`src/rtl/hsc_ddr2_frame_wr.sv`:
```
// Write-side stage of the DDR2 frame store: packs 16-bit pixel pairs into 32-bit words,
// manages the per-frame write window and ping-pongs between two frame banks.
module hsc_ddr2_frame_wr #(
    parameter logic [23:0] FRAME_WORDS = 24'd153600,
    parameter logic [23:0] BANK0_BASE  = 24'h000000,
    parameter logic [23:0] BANK1_BASE  = 24'h040000,
    parameter int unsigned LOAD_CYCLES = 4,
    parameter logic        VSYNC_POL   = 1'b1
) (
    input  logic        clk,
    input  logic        rst_n,
    input  logic        local_init_done,
    input  logic        pix_vsync,
    input  logic        pix_de,
    input  logic [15:0] pix_data,
    output logic        wr_req,
    output logic [31:0] wr_data,
    output logic        wr_load,
    output logic [23:0] wr_minaddr,
    output logic [23:0] wr_maxaddr,
    output logic        rd_bank,
    output logic        frame_done,
    output logic        err_short,
    output logic [1:0]  fsm_state
);

    typedef enum logic [1:0] {
        S_WAIT_INIT = 2'd0,
        S_IDLE      = 2'd1,
        S_LOAD      = 2'd2,
        S_RUN       = 2'd3
    } state_t;

    localparam logic [3:0] LOAD_LAST = 4'(LOAD_CYCLES - 1);

    state_t      state;
    logic        init_meta;
    logic        init_sync;
    logic        vs_prev;
    logic        vs_edge;
    logic        half;
    logic        bank;
    logic [15:0] hold;
    logic [23:0] word_cnt;
    logic [23:0] word_cnt_nxt;
    logic [3:0]  load_cnt;

    assign vs_edge      = (pix_vsync == VSYNC_POL) && (vs_prev != VSYNC_POL);
    assign word_cnt_nxt = word_cnt + 24'd1;
    assign fsm_state    = state;

    // init_done comes from the phy clock domain; vs_prev resets inactive so a
    // vsync already active out of reset still counts as an edge.
    always_ff @(posedge clk or negedge rst_n) begin
        if (!rst_n) begin
            init_meta <= 1'b0;
            init_sync <= 1'b0;
            vs_prev   <= ~VSYNC_POL;
        end else begin
            init_meta <= local_init_done;
            init_sync <= init_meta;
            vs_prev   <= pix_vsync;
        end
    end

    // The window follows the bank one cycle after it toggles.
    always_ff @(posedge clk or negedge rst_n) begin
        if (!rst_n) begin
            wr_minaddr <= BANK0_BASE;
            wr_maxaddr <= BANK0_BASE + FRAME_WORDS;
        end else begin
            wr_minaddr <= bank ? BANK1_BASE : BANK0_BASE;
            wr_maxaddr <= (bank ? BANK1_BASE : BANK0_BASE) + FRAME_WORDS;
        end
    end

    // wr_req is a one-cycle strobe with no back-pressure: each high cycle delivers
    // exactly one wr_data word to the write port.
    always_ff @(posedge clk or negedge rst_n) begin
        if (!rst_n) begin
            state      <= S_WAIT_INIT;
            wr_req     <= 1'b0;
            wr_data    <= 32'd0;
            wr_load    <= 1'b0;
            rd_bank    <= 1'b0;
            frame_done <= 1'b0;
            err_short  <= 1'b0;
            bank       <= 1'b0;
            half       <= 1'b0;
            hold       <= 16'd0;
            word_cnt   <= 24'd0;
            load_cnt   <= 4'd0;
        end else begin
            wr_req     <= 1'b0;
            frame_done <= 1'b0;
            err_short  <= 1'b0;
            if (!init_sync) begin
                state   <= S_WAIT_INIT;
                wr_load <= 1'b0;
                half    <= 1'b0;
            end else begin
                case (state)
                    S_WAIT_INIT: state <= S_IDLE;
                    S_IDLE: begin
                        if (vs_edge) begin
                            state    <= S_LOAD;
                            wr_load  <= 1'b1;
                            load_cnt <= LOAD_LAST;
                            half     <= 1'b0;
                            word_cnt <= 24'd0;
                        end
                    end
                    S_LOAD: begin
                        if (load_cnt == 4'd0) begin
                            wr_load <= 1'b0;
                            state   <= S_RUN;
                        end else begin
                            load_cnt <= load_cnt - 4'd1;
                        end
                    end
                    S_RUN: begin
                        if (vs_edge) begin
                            // Frame cut short: restart the same bank, drop any held pixel.
                            err_short <= 1'b1;
                            state     <= S_LOAD;
                            wr_load   <= 1'b1;
                            load_cnt  <= LOAD_LAST;
                            half      <= 1'b0;
                            word_cnt  <= 24'd0;
                        end else if (pix_de) begin
                            if (!half) begin
                                hold <= pix_data;
                                half <= 1'b1;
                            end else begin
                                wr_req   <= 1'b1;
                                wr_data  <= {hold, pix_data};
                                half     <= 1'b0;
                                word_cnt <= word_cnt_nxt;
                                if (word_cnt_nxt == FRAME_WORDS) begin
                                    frame_done <= 1'b1;
                                    rd_bank    <= bank;
                                    bank       <= ~bank;
                                    state      <= S_IDLE;
                                end
                            end
                        end
                    end
                    default: state <= S_WAIT_INIT;
                endcase
            end
        end
    end

endmodule

```
`config.mk`:
```
export PLATFORM = sky130hd
export DESIGN_NAME = hsc_ddr2_frame_wr
export DESIGN_NICKNAME = d
export VERILOG_FILES = /design/src/rtl/hsc_ddr2_frame_wr.sv
export SDC_FILE = /design/constraint.sdc
export NUM_CORES = 1
export LEC_CHECK = 0
export ABC_AREA = 0
export CAP_MARGIN = 5
export CORE_AREA = 2 2 92 138
export CTS_CLUSTER_DIAMETER = 50
export CTS_CLUSTER_SIZE = 12
export DETAILED_ROUTE_END_ITERATION = 8
export DIE_AREA = 0 0 94 140
export GPL_ROUTABILITY_DRIVEN = 0
export GPL_TIMING_DRIVEN = 0
export SETUP_SLACK_MARGIN = 0.15
export SKIP_LAST_GASP = 1
export SLEW_MARGIN = 10
export SYNTH_ARGS = -nofsm -noshare
export SYNTH_HDL_FRONTEND = slang
export SYNTH_SLANG_ARGS = --single-unit
```
`constraint.sdc`:
```
create_clock -name clk -period 5 [get_ports clk]
set_clock_uncertainty 0.15 [all_clocks]
set_input_delay 0.5 -clock clk [delete_from_list [all_inputs] [get_ports clk]]
set_output_delay 0.5 -clock clk [all_outputs]
set_load 0.01 [all_outputs]
```
After elaboration in Yosys (flattened, before gate mapping)
Index checks and enable logic that the tools add are counted.
W data, S select, Z words.

storage, ports and cells
  input port bits = 21
  word-level logic and storage cells = 96
  flip-flop bits (word level) = 127
  output and inout port bits = 87

cells by class
  reduce and logical (&&, ||, !) cells = 14
  add/subtract/negate cells = 3
  eq/ne operators = 17
  muxes and demuxes = 41
  bitwise operators = 4

operator list
  cell                      number
  $mux W24                  4
  $pmux W24 S2              1
  $add A24 B1 Y24 const B   1
  $eq A24 B18 Y1 const B    1
  $mux W1                   22
  $add A19 B18 Y20 const B  1
  $reduce_and A5 Y1         4
  $mux W19                  1
  $mux W2                   7
  $ne A3 B3 Y1 const B      4
  $ne A4 B4 Y1 const B      3
  $mux W4                   2
  $pmux W2 S4               1
  $pmux W4 S2               1
  $ne A3 B2 Y1 const B      2
  $reduce_and A3 Y1         2
  $reduce_and A6 Y1         1
  $eq A2 B2 Y1 const B      2
  $logic_not A4 Y1          1
  $ne A2 B2 Y1 const B      2
  $not A1 Y1                4
  $pmux W1 S2               2
  $reduce_and A4 Y1         1
  $reduce_bool A2 Y1        2
  7 further kinds           7

Depth between registers and ports, before layout
Gate-level depths: netlist of run 1.

  word-level depth = 8
  gate-level depth with buffers = 10
  depth with buffers taken out = 8

Worst setup path after synthesis of run 1
OpenSTA, ideal clock, no wires.

  path type = register to register
  start = reg word_cnt[0]
  end = reg rd_bank
  arrival time = 2.299 ns
  slack = 2.424 ns
  period minus slack after synthesis = 2.576 ns
  data required time = 4.722 ns
  path buffers = 0
  setup time = 0.128 ns
  stages on the path, launching flop included = 9
  cell sequence = dfrtp_1 ha_1 nand4_1 nor4_4 and2b_4 and3_4 o2111ai_4 nor4b_4 mux2_1

on the way
  longest elaborated chain between the ends = 3

ends and longest elaborated chain
  what                         line  RTL
  start: declaration           44    logic [23:0] word_cnt;
  start signal: assignment     138   word_cnt <= word_cnt_nxt;
  $add A24 B1 Y24              49    assign word_cnt_nxt = word_cnt + 24'd1;
  $eq A24 B18 Y1               139   if (word_cnt_nxt == FRAME_WORDS) begin
  $reduce_and A6 Y1 (no line)  --
  end signal: assignment       141   rd_bank <= bank;
  end: declaration             21    output logic rd_bank,

Every way passes these cells.
A chain may end at the register's enable or synchronous reset.

Worst setup path after layout of run 1
  start = in pix_vsync
  end = reg hold[14]

on the way
  longest elaborated chain between the ends = 3

ends and longest elaborated chain
  what                         line  RTL
  start: declaration           13    input logic pix_vsync,
  $logic_and A1 B1 Y1          48    assign vs_edge = (pix_vsync == VSYNC_POL) && (vs_prev != VSYNC_POL);
  $not A1 Y1 (no line)         --
  $reduce_and A5 Y1 (no line)  --
  end signal: assignment       132   hold <= pix_data;
  end: declaration             43    logic [15:0] hold;

Every way passes these cells.

==> results of run 1 <==
-- per-layer routing --
metal  up-vias  global-route usage [%]  wire [um]
met3        22                   4.250        646
met2       119                   30.34       5737
met5         -                       0          0
met4         0                   7.399        270
li1       1880                       -          -
met1      1860                   20.19       4255
-- power groups by stage --
stage	sequential [uW]	clock, uW	combinational [uW]
after floorplan	784	0	90.4
after global placement	787	0	138
after detailed placement	789	0	143
after CTS	776	701	144
after global routing	780	732	161
final	775	685	143
-- through the flow --
stage                     power (uW)  util, %
after CTS                       1621    49.72
after global routing            1673    49.72
after floorplan                874.7        -
after global placement         924.9    46.97
final                           1603    49.72
after detailed placement       932.4    47.18
-- how the worst max path moves through the flow --
stage                start           to  depth (start not counted)
5_1_grt          pix_vsync     hold[14]                          6
4_1_cts          pix_vsync     hold[14]                          6
3_5_place_dp     pix_vsync      hold[8]                          6
6_report         pix_vsync     hold[14]                          6
3_3_place_gp         rst_n  wr_data[25]                          1
2_1_floorplan  word_cnt[0]      rd_bank                          8
-- layout make-up --
type,instances,area share (%)
buffer,78,8.230
clock buffer,10,4.020
clock inverter,6,1.095
inverter,9,0.5683
multi-input combinational,377,34.71
sequential,89,37.47
tap,153,3.220
timing repair buffer,62,10.69
-- cells by family after synthesis --
group           Yosys count
fa+ha+maj                 3
compound gates           81
flops                    89
simple gates            223
mux                      20
xor+xnor                  4
buf+inv                  87
other cells               2
-- sequential cells by signal, summed over array words and instances, names as in the netlist --
signal      cells
wr_data        32
fsm_state       2
init_meta       1
hold           16
half            1
init_sync       1
vs_prev         1
load_cnt        4
err_short       1
wr_load         1
wr_maxaddr      1
bank            1
frame_done      1
word_cnt       24
rd_bank         1
wr_req          1
-- cell usage after synthesis, drive strengths merged, types with 4 or more instances --
cell type	count	area (um^2)
o31ai	7	52.55
nor2	14	52.55
o41ai	4	35.03
inv	8	30.03
nor4	7	73.82
nand4b	4	35.03
nand3	19	107.6
nand2	138	518.0
a21oi	12	63.81
clkbuf	24	97.59
nor3	6	30.03
a31oi	8	50.05
o21ai	39	195.2
buf	54	391.6
mux2	17	191.4
and3	6	42.54
nand4	11	83.83
dfrtp	89	2227
==> flow_summary.json, run 1 <==
{
  "outcome": "complete, no violations",
  "slowest_delay_ps": 960,
  "start_util_pct": 38.88,
  "cts_hold_buf": 0,
  "ys_seq_area_share_pct": 47.91,
  "h-tree-depth": 3,
  "switchingPower_uw": 373.8,
  "dp_cells": 768,
  "synthAdderAreaFrac_pct": 0.8075,
  "mostFrequentLayoutCells": "nand2_1 (138), dfrtp_1 (89), clkdlybuf4s50_1 (60), buf_4 (50), conb_1 (46)",
  "r2r-end": "rd_bank",
  "num_io_pins": 108,
  "setup_ws_ps": 1917,
  "cts.clk_slew.worst_paths_ps": 60,
  "hold-worst-slack_ps": 11.12,
  "combPwrFrac_pct": 8.9,
  "overflow": 0,
  "cts_setup_buffers": 0,
  "place_ws_ps": 1540,
  "n_fill_cell": 1151,
  "synthesis.area_um2": 4648,
  "cp.required_ps": 5070,
  "synth_edf_count": 0,
  "drt-initial-drc-count": 192,
  "grt_pass1_wl_mm": 18.41,
  "synth_ff_type": "dfrtp_1",
  "rsz0062_at_grt": "no",
  "row_count": 49,
  "period_needed_ps": 3083,
  "dpl.hpwl_mm": 8.172,
  "p_leak_uw": 0.002844,
  "postCtsResizedCells": 0,
  "cp_num_buf_inv": 2,
  "vdd_drop_max_uv": 215.4,
  "port_buffers": 61,
  "antenna_left": 0,
  "final_cell_area_um2": 5944,
  "root_buffer": "clkbuf_16",
  "drc": 0,
  "clock-sinks": 89,
  "multi_input_comb_area_um2": 2063,
  "synth-seq-cells": 89,
  "ys_types": 56,
  "worstPathArrival_ps": 3150,
  "path_cells": "clkdlybuf4s50_1 > nand2b_1 > nand3_1 > nor3_1 > clkbuf_1 > mux2_2",
  "placed_area_um2": 5640,
  "cpLargestDelayFamily": "simple AND/OR/NAND/NOR gates",
  "antenna_found_initial": 0,
  "grtUsageTotal_pct": 17.45,
  "drv_cap": 0,
  "stdcell_count": 784,
  "grt_max_degree": 48,
  "synth.avg_cell_area_um2": 9.132,
  "synthArstFlopShare_pct": 100.0,
  "dr.pass1.iters": 4,
  "die_area_um2": 13160,
  "tns_ps": 0,
  "r2r_cells": 8,
  "synthCells": 509,
  "rr_startpoint": "word_cnt[0]",
  "maxSlewViolCount": 0,
  "path_max_fanout": 10,
  "core_um2": 11960,
  "vias_per_cell": 4.950,
  "cts_buffers": 9,
  "die-height_um": 140,
  "vias": 3881,
  "synth_compound_area_share_pct": 10.96,
  "end_kind": "flip-flop",
  "wl_mm": 10.91,
  "die_w_um": 94,
  "cp-start-kind": "input pin",
  "power.share.clock_pct": 42.7,
  "synth_top_family_by_area": "simple AND/OR/NAND/NOR gates",
  "hold_violations": 0,
  "switching_share_pct": 23.32,
  "fmax_mhz": 324.3,
  "pwr-share-seq_pct": 48.4,
  "synthSimpleGateAreaFrac_pct": 23.39,
  "hold_class": "input pin to asynchronous set/reset pin",
  "n_antenna_cell": 0,
  "clock_latency_ps": 340,
  "routedWlPerCell_um": 13.91,
  "slew_headroom_pct": 20.82,
  "finish.net_count": 650,
  "intPower_uw": 1229,
  "yosysWarnings": 0,
  "crit_type": "input pin to flip-flop",
  "area_growth_pct": 27.89,
  "ctsLongestPathBuffers": 2,
  "rrSetupSlack_ps": 1980,
  "crit_slowest_cell": "nor3_1",
  "muxShareOfSynthArea_pct": 4.764,
  "setup_viol": 0,
  "drive_gt1_share_pct": 16.16,
  "synthXorXnorAreaFrac_pct": 0.7537,
  "worst_pin_slew_ps": 1179,
  "layout_commonest_cell": "nand2_1",
  "cts_tree": "done",
  "power_density_nw_per_um2": 269.7,
  "fin_crit_sh_pct": 61.67,
  "grt_pass1_vias": 3817,
  "seq_area_um2": 2227
}
No activity file was read; power rests on OpenSTA's default activity.
==> inputs of run 2 (changes only) <==
--- a/config.mk
+++ b/config.mk
@@ -14,6 +14,7 @@
 export DIE_AREA = 0 0 94 140
 export GPL_ROUTABILITY_DRIVEN = 0
 export GPL_TIMING_DRIVEN = 0
+export PLACE_DENSITY = 0.67
 export SETUP_SLACK_MARGIN = 0.15
 export SKIP_LAST_GASP = 1
 export SLEW_MARGIN = 10
==> constraint.sdc (replaced) <==
create_clock -name clk -period 2.5 [get_ports clk]
set_clock_uncertainty 0.15 [all_clocks]
set_input_delay 0.25 -clock clk [delete_from_list [all_inputs] [get_ports clk]]
set_output_delay 0.25 -clock clk [all_outputs]
set_load 0.01 [all_outputs]
==> run 2 against run 1 <==
Effect of this change: the run now ends with setup timing left; wire length increased by 4.4%; global-route usage increased by 0.25 points; via count increased by 2.0%; clock power increased by 130%; count of clock-buffer cells in the layout unchanged; hold slack improved by 190 ps; cell area increased by 6.3%; non-clock buffer count increased by 21; critical path depth increased by 2; highest routed layer unchanged.
==> flow_summary.json, run 2 (synthesized netlist as in run 1, its figures left out) <==
{
  "outcome": "finished with violations",
  "violations": "setup timing",
  "hold_depth": 1,
  "crit_slowest_cell": "nor4_4",
  "drc": 0,
  "dr.pass1.iters": 4,
  "cpLargestDelayFamily": "simple AND/OR/NAND/NOR gates",
  "row_count": 49,
  "die_area_um2": 13160,
  "clock-sinks": 89,
  "rr_startpoint": "word_cnt[1]",
  "path_cells": "ha_4 > nand4_1 > nor4_4 > and2b_4 > and3_4 > o2111ai_4 > nor4b_4 > mux2_4",
  "drive_gt1_share_pct": 23.47,
  "multi_input_comb_area_um2": 2176,
  "r2r_cells": 8,
  "cp-start-kind": "flip-flop",
  "drt-initial-drc-count": 213,
  "slew_headroom_pct": 60.69,
  "wl_mm": 11.39,
  "pwr-share-seq_pct": 45.5,
  "cts_tree": "done",
  "layout_commonest_cell": "nand2_1",
  "cts_buffers": 9,
  "cp_num_buf_inv": 0,
  "clock_latency_ps": 340,
  "grt_pass1_wl_mm": 18.46,
  "routedWlPerCell_um": 14.15,
  "placed_area_um2": 5643,
  "tns_ps": -491.7,
  "p_leak_uw": 0.003057,
  "crit_path_start": "word_cnt[1]",
  "dpl.hpwl_mm": 8.117,
  "fmax_mhz": 364.5,
  "ctsLongestPathBuffers": 2,
  "area_growth_pct": 35.96,
  "seq_area_um2": 2231,
  "grt_pass1_vias": 3942,
  "switchingPower_uw": 764.9,
  "period_needed_ps": 2744,
  "die-height_um": 140,
  "power_density_nw_per_um2": 538.7,
  "reg_top3": "wr_data: 32 flops, word_cnt: 24 flops, hold: 16 flops",
  "slowest_delay_ps": 430,
  "power.share.clock_pct": 45.9,
  "crit_type": "flip-flop to flip-flop",
  "final_cell_area_um2": 6320,
  "rrSetupSlack_ps": -240,
  "start_util_pct": 38.88,
  "largest_reg_flops": 32,
  "setup_viol": 4,
  "rsz0062_at_grt": "yes",
  "worst_pin_slew_ps": 589.6,
  "r2r-end": "rd_bank",
  "dp_cells": 768,
  "cts.clk_slew.worst_paths_ps": 60,
  "intPower_uw": 2639,
  "combPwrFrac_pct": 8.5,
  "path_max_fanout": 4,
  "vdd_drop_max_uv": 430.6,
  "overflow": 0,
  "n_fill_cell": 1077,
  "mostFrequentLayoutCells": "nand2_1 (138), dfrtp_1 (86), buf_4 (70), clkdlybuf4s50_1 (60), conb_1 (46)",
  "fin_total_pwr_uw": 3404,
  "grt_max_degree": 57,
  "vias_per_cell": 4.916,
  "hold_violations": 0,
  "root_buffer": "clkbuf_16",
  "fin_crit_sh_pct": 109.7,
  "stdcell_count": 805,
  "drv_cap": 0,
  "worstPathArrival_ps": 2820,
  "die_w_um": 94,
  "antenna_found_initial": 0,
  "n_antenna_cell": 0,
  "crit_end": "rd_bank",
  "setup_ws_ps": -243.7,
  "hold-worst-slack_ps": 198.8,
  "vias": 3957,
  "finish.net_count": 671,
  "hold_class": "input pin to flip-flop",
  "num_io_pins": 108,
  "cp.required_ps": 2580,
  "switching_share_pct": 22.47,
  "max_flop_register": "wr_data",
  "crit_cells": 8,
  "h-tree-depth": 3,
  "antenna_left": 0,
  "maxSlewViolCount": 0,
  "port_buffers": 61,
  "end_kind": "flip-flop",
  "grtUsageTotal_pct": 17.70,
  "core_um2": 11960
}
run 2: cell count changes in the layout (fill, tap and decap cells not counted), moves of 5 or more:
| cell | delta |
|---|---|
| buf_4 | +20 |
| buf_6 | +5 |
| clkbuf_1 | -10 |
| clkbuf_2 | +6 |
run 2: power groups by stage:
stage / registers, uW / logic, uW / clock network (uW)
global route: 1560 / 331 / 1640
detailed placement: 1580 / 286 / 0
finish: 1550 / 290 / 1560
global placement: 1570 / 274 / 0
CTS: 1550 / 290 / 1580
floorplan: 1570 / 181 / 0
run 2: repair_timing:
item                                   4_1_cts  5_1_grt
setup endpoints to repair                   49       56
pin swaps                                   13        8
cloned                                       0        0
buffers inserted                            12        8
endpoints found under the hold margin       33        0
hold buffers                                 1        0
gates resized for setup                     24       38
run 2: worst register-to-register path, cell delays in order, from the launching register on:
cell       delay (ps)
dfrtp_1           400
ha_4              150
nand4_1           210
nor4_4            430
and2b_4           220
and3_4            180
o2111ai_4         160
nor4b_4           390
mux2_4            330
run 2: area by class of cell:
| class | count | area share [%] |
|---|---|---|
| Sequential cell | 89 | 35.30 |
| Multi-Input combinational cell | 377 | 34.43 |
| Timing Repair Buffer | 83 | 12.59 |
| Buffer | 78 | 8.672 |
| Clock buffer | 10 | 3.623 |
| Tap cell | 153 | 3.029 |
| Clock inverter | 6 | 1.821 |
| Inverter | 9 | 0.5345 |
run 2: how the worst min path moves through the flow:
stage | end | slack [ps] | from
after floorplan | bank | -200 | rst_n
after global placement | init_sync | 180 | init_meta
after detailed placement | wr_data[25] | 90 | rst_n
after CTS | init_meta | 190 | local_init_done
after global routing | init_sync | 200 | init_meta
final | init_meta | 200 | local_init_done
run 2: through the flow:
step,utilization [%],setup slack (ps)
floorplan,-,-57.82
global placement,46.99,-2177
finish,52.86,-243.7
CTS,51.72,-230.4
detailed placement,47.20,-744.0
global route,52.86,-304.8
run 2: per-layer routing:
metal	track usage [%]	vias up	routed length [um]
li1	-	1917	-
met1	19.19	1879	4298
met2	30.53	138	5952
met3	5.110	23	789
met4	9.687	0	352
met5	0	-	0
==> inputs of run 3 (changes only) <==
--- a/config.mk
+++ b/config.mk
@@ -7,14 +7,12 @@
 export LEC_CHECK = 0
 export ABC_AREA = 0
 export CAP_MARGIN = 5
-export CORE_AREA = 2 2 92 138
-export CTS_CLUSTER_DIAMETER = 50
+export CORE_AREA = 3 3 93 139
 export CTS_CLUSTER_SIZE = 12
 export DETAILED_ROUTE_END_ITERATION = 8
-export DIE_AREA = 0 0 94 140
+export DIE_AREA = 0 0 96 142
 export GPL_ROUTABILITY_DRIVEN = 0
 export GPL_TIMING_DRIVEN = 0
-export PLACE_DENSITY = 0.67
 export SETUP_SLACK_MARGIN = 0.15
 export SKIP_LAST_GASP = 1
 export SLEW_MARGIN = 10
==> constraint.sdc (replaced) <==
create_clock -name clk -period 2.6 [get_ports clk]
set_clock_uncertainty 0.15 [all_clocks]
set_input_delay 0.26 -clock clk [delete_from_list [all_inputs] [get_ports clk]]
set_output_delay 0.26 -clock clk [all_outputs]
set_load 0.01 [all_outputs]
==> run 3 against run 2 <==
Effect of this change: the flow still finishes with violations (setup timing); maximum frequency up 3.7%; first-iteration DRC count up 12%; sequential share of layout area up 0.77 points; count of clock-buffer cells in the layout down 1; cell count down 0.12%; critical endpoint unchanged; register-to-register slack better by 200 ps; core utilization down 1.2 points; via count down 0.38%; die area up 3.6%; hold slack worse by 0.95 ps.
==> flow_summary.json, run 3 (synthesized netlist as in run 1, its figures left out) <==
{
  "cts_tree": "done",
  "n_antenna_cell": 0,
  "row_count": 49,
  "cp.required_ps": 2680,
  "r2r-end": "rd_bank",
  "ctsLongestPathBuffers": 2,
  "rr_startpoint": "word_cnt[6]",
  "routedWlPerCell_um": 14.01,
  "antenna_found_initial": 0,
  "vias": 3942,
  "finish.net_count": 670,
  "port_buffers": 61,
  "die-height_um": 142,
  "drv_cap": 0,
  "root_buffer": "clkbuf_16",
  "grtUsageMet3_pct": 4.974,
  "start_util_pct": 38.88,
  "wl_mm": 11.27,
  "vias_per_cell": 4.903,
  "rrSetupSlack_ps": -40,
  "setup_ws_ps": -44.80,
  "final_cell_area_um2": 6181,
  "violations": "setup timing",
  "max_flop_register": "wr_data",
  "clock_latency_ps": 340,
  "die_w_um": 96,
  "end_kind": "flip-flop",
  "largest_reg_flops": 32,
  "grt_pass1_vias": 3904,
  "rsz0062_at_grt": "yes",
  "r2r_cells": 10,
  "crit_cells": 10,
  "h-tree-depth": 3,
  "period_needed_ps": 2645,
  "crit_type": "flip-flop to flip-flop",
  "cts_buffers": 9,
  "maxSlewViolCount": 0,
  "placed_area_um2": 5640,
  "crit_slowest_cell": "mux2_4",
  "grt_util_met2_pct": 29.85,
  "fmax_mhz": 378.1,
  "hold_class": "flip-flop to flip-flop",
  "setup_viol": 1,
  "cpLargestDelayFamily": "simple AND/OR/NAND/NOR gates",
  "outcome": "finished with violations",
  "slowest_delay_ps": 330,
  "path_max_fanout": 9,
  "drive_gt1_share_pct": 21.97,
  "hold_violations": 0,
  "drc": 0,
  "grtUsageTotal_pct": 17.72,
  "power_density_nw_per_um2": 483.8,
  "num_io_pins": 108,
  "cp_num_buf_inv": 3,
  "grt_pass1_wl_mm": 19.03,
  "die_area_um2": 13630,
  "layout_commonest_cell": "nand2_1",
  "cpMostUsedCell": "buf_4",
  "place_ws_ps": -641.9,
  "overflow": 0,
  "drt-initial-drc-count": 239,
  "tns_ps": -44.80,
  "use_met1_pct": 21.06,
  "dr.pass1.iters": 4,
  "reg_top3": "wr_data: 32 flops, word_cnt: 24 flops, hold: 16 flops",
  "worstPathArrival_ps": 2720,
  "cts.clk_slew.worst_paths_ps": 70,
  "cp-start-kind": "flip-flop",
  "crit_path_start": "word_cnt[6]",
  "dpl.hpwl_mm": 8.259,
  "path_cells": "clkbuf_4 > nand4_4 > buf_4 > nor4_4 > buf_4 > nand3_1 > xnor2_2 > nand4_1 > nor4b_4 > mux2_4",
  "core_um2": 11960,
  "area_growth_pct": 32.97,
  "p_leak_uw": 0.002989,
  "vdd_drop_max_uv": 418.5,
  "worst_pin_slew_ps": 576.7,
  "fin_crit_sh_pct": 101.7,
  "clock-sinks": 89,
  "grt_busiest_layer": "met2",
  "antenna_left": 0,
  "grt_max_degree": 64,
  "mostFrequentLayoutCells": "nand2_1 (138), dfrtp_1 (87), buf_4 (68), clkdlybuf4s50_1 (60), conb_1 (46)",
  "slew_headroom_pct": 61.56,
  "crit_end": "rd_bank"
}
run 3: stage by stage:
stage	hold slack [ps]	power (uW)	utilization (%)	std cells
6_report	197.9	2991	51.70	804
5_1_grt	209.3	3141	51.70	804
4_1_cts	190.9	3026	51.06	799
3_5_place_dp	61.60	1797	47.18	768
3_3_place_gp	184.9	1777	46.97	767
2_1_floorplan	-185.6	1682	-	553
run 3: worst min-delay path by stage:
stage | cells past startpoint | slack, ps | from | end
finish | 0 | 200 | init_meta | init_sync
floorplan | 0 | -190 | rst_n | bank
global placement | 0 | 180 | init_meta | init_sync
detailed placement | 1 | 60 | rst_n | word_cnt[19]
global route | 0 | 210 | init_meta | init_sync
CTS | 1 | 190 | local_init_done | init_meta
run 3: timing repair:
| item | in CTS | in global routing |
|---|---|---|
| endpoints found under the hold margin | 26 | 0 |
| endpoints found under the setup margin | 21 | 47 |
| gates cloned | 0 | 0 |
| resized for setup | 16 | 19 |
| buffers inserted | 14 | 5 |
| hold buffers | 1 | 0 |
| pin swaps | 11 | 8 |
run 3: layout make-up:
type / instances / area, um^2
Buffer: 78 / 509.2
Inverter: 9 / 33.78
Timing Repair Buffer: 82 / 788.3
Sequential cell: 89 / 2230
Clock inverter: 7 / 52.55
Fill cell: 1134 / 5774
Tap cell: 153 / 191.4
Clock buffer: 9 / 225.2
Multi-Input combinational cell: 377 / 2151
run 3: power breakdown:
part	internal (uW)	switching, uW	leakage [uW]
clock	654	564	0.000130
sequential	1450	41.6	0.00121
combinational	144	138	0.00165
run 3: layer usage:
metal | part of all wire (%) | vias up
met5 | 0 | -
met4 | 2.5 | 0
met3 | 5.9 | 18
met2 | 53 | 121
met1 | 39 | 1885
li1 | - | 1918
run 3: worst reg2reg max path, stage by stage (launching register included):
cell and delay, ps:
dfrtp_1 320, clkbuf_4 190, nand4_4 140, buf_4 180, nor4_4 230, buf_4 180, nand3_1 140, xnor2_2 190
nand4_1 160, nor4b_4 310, mux2_4 330
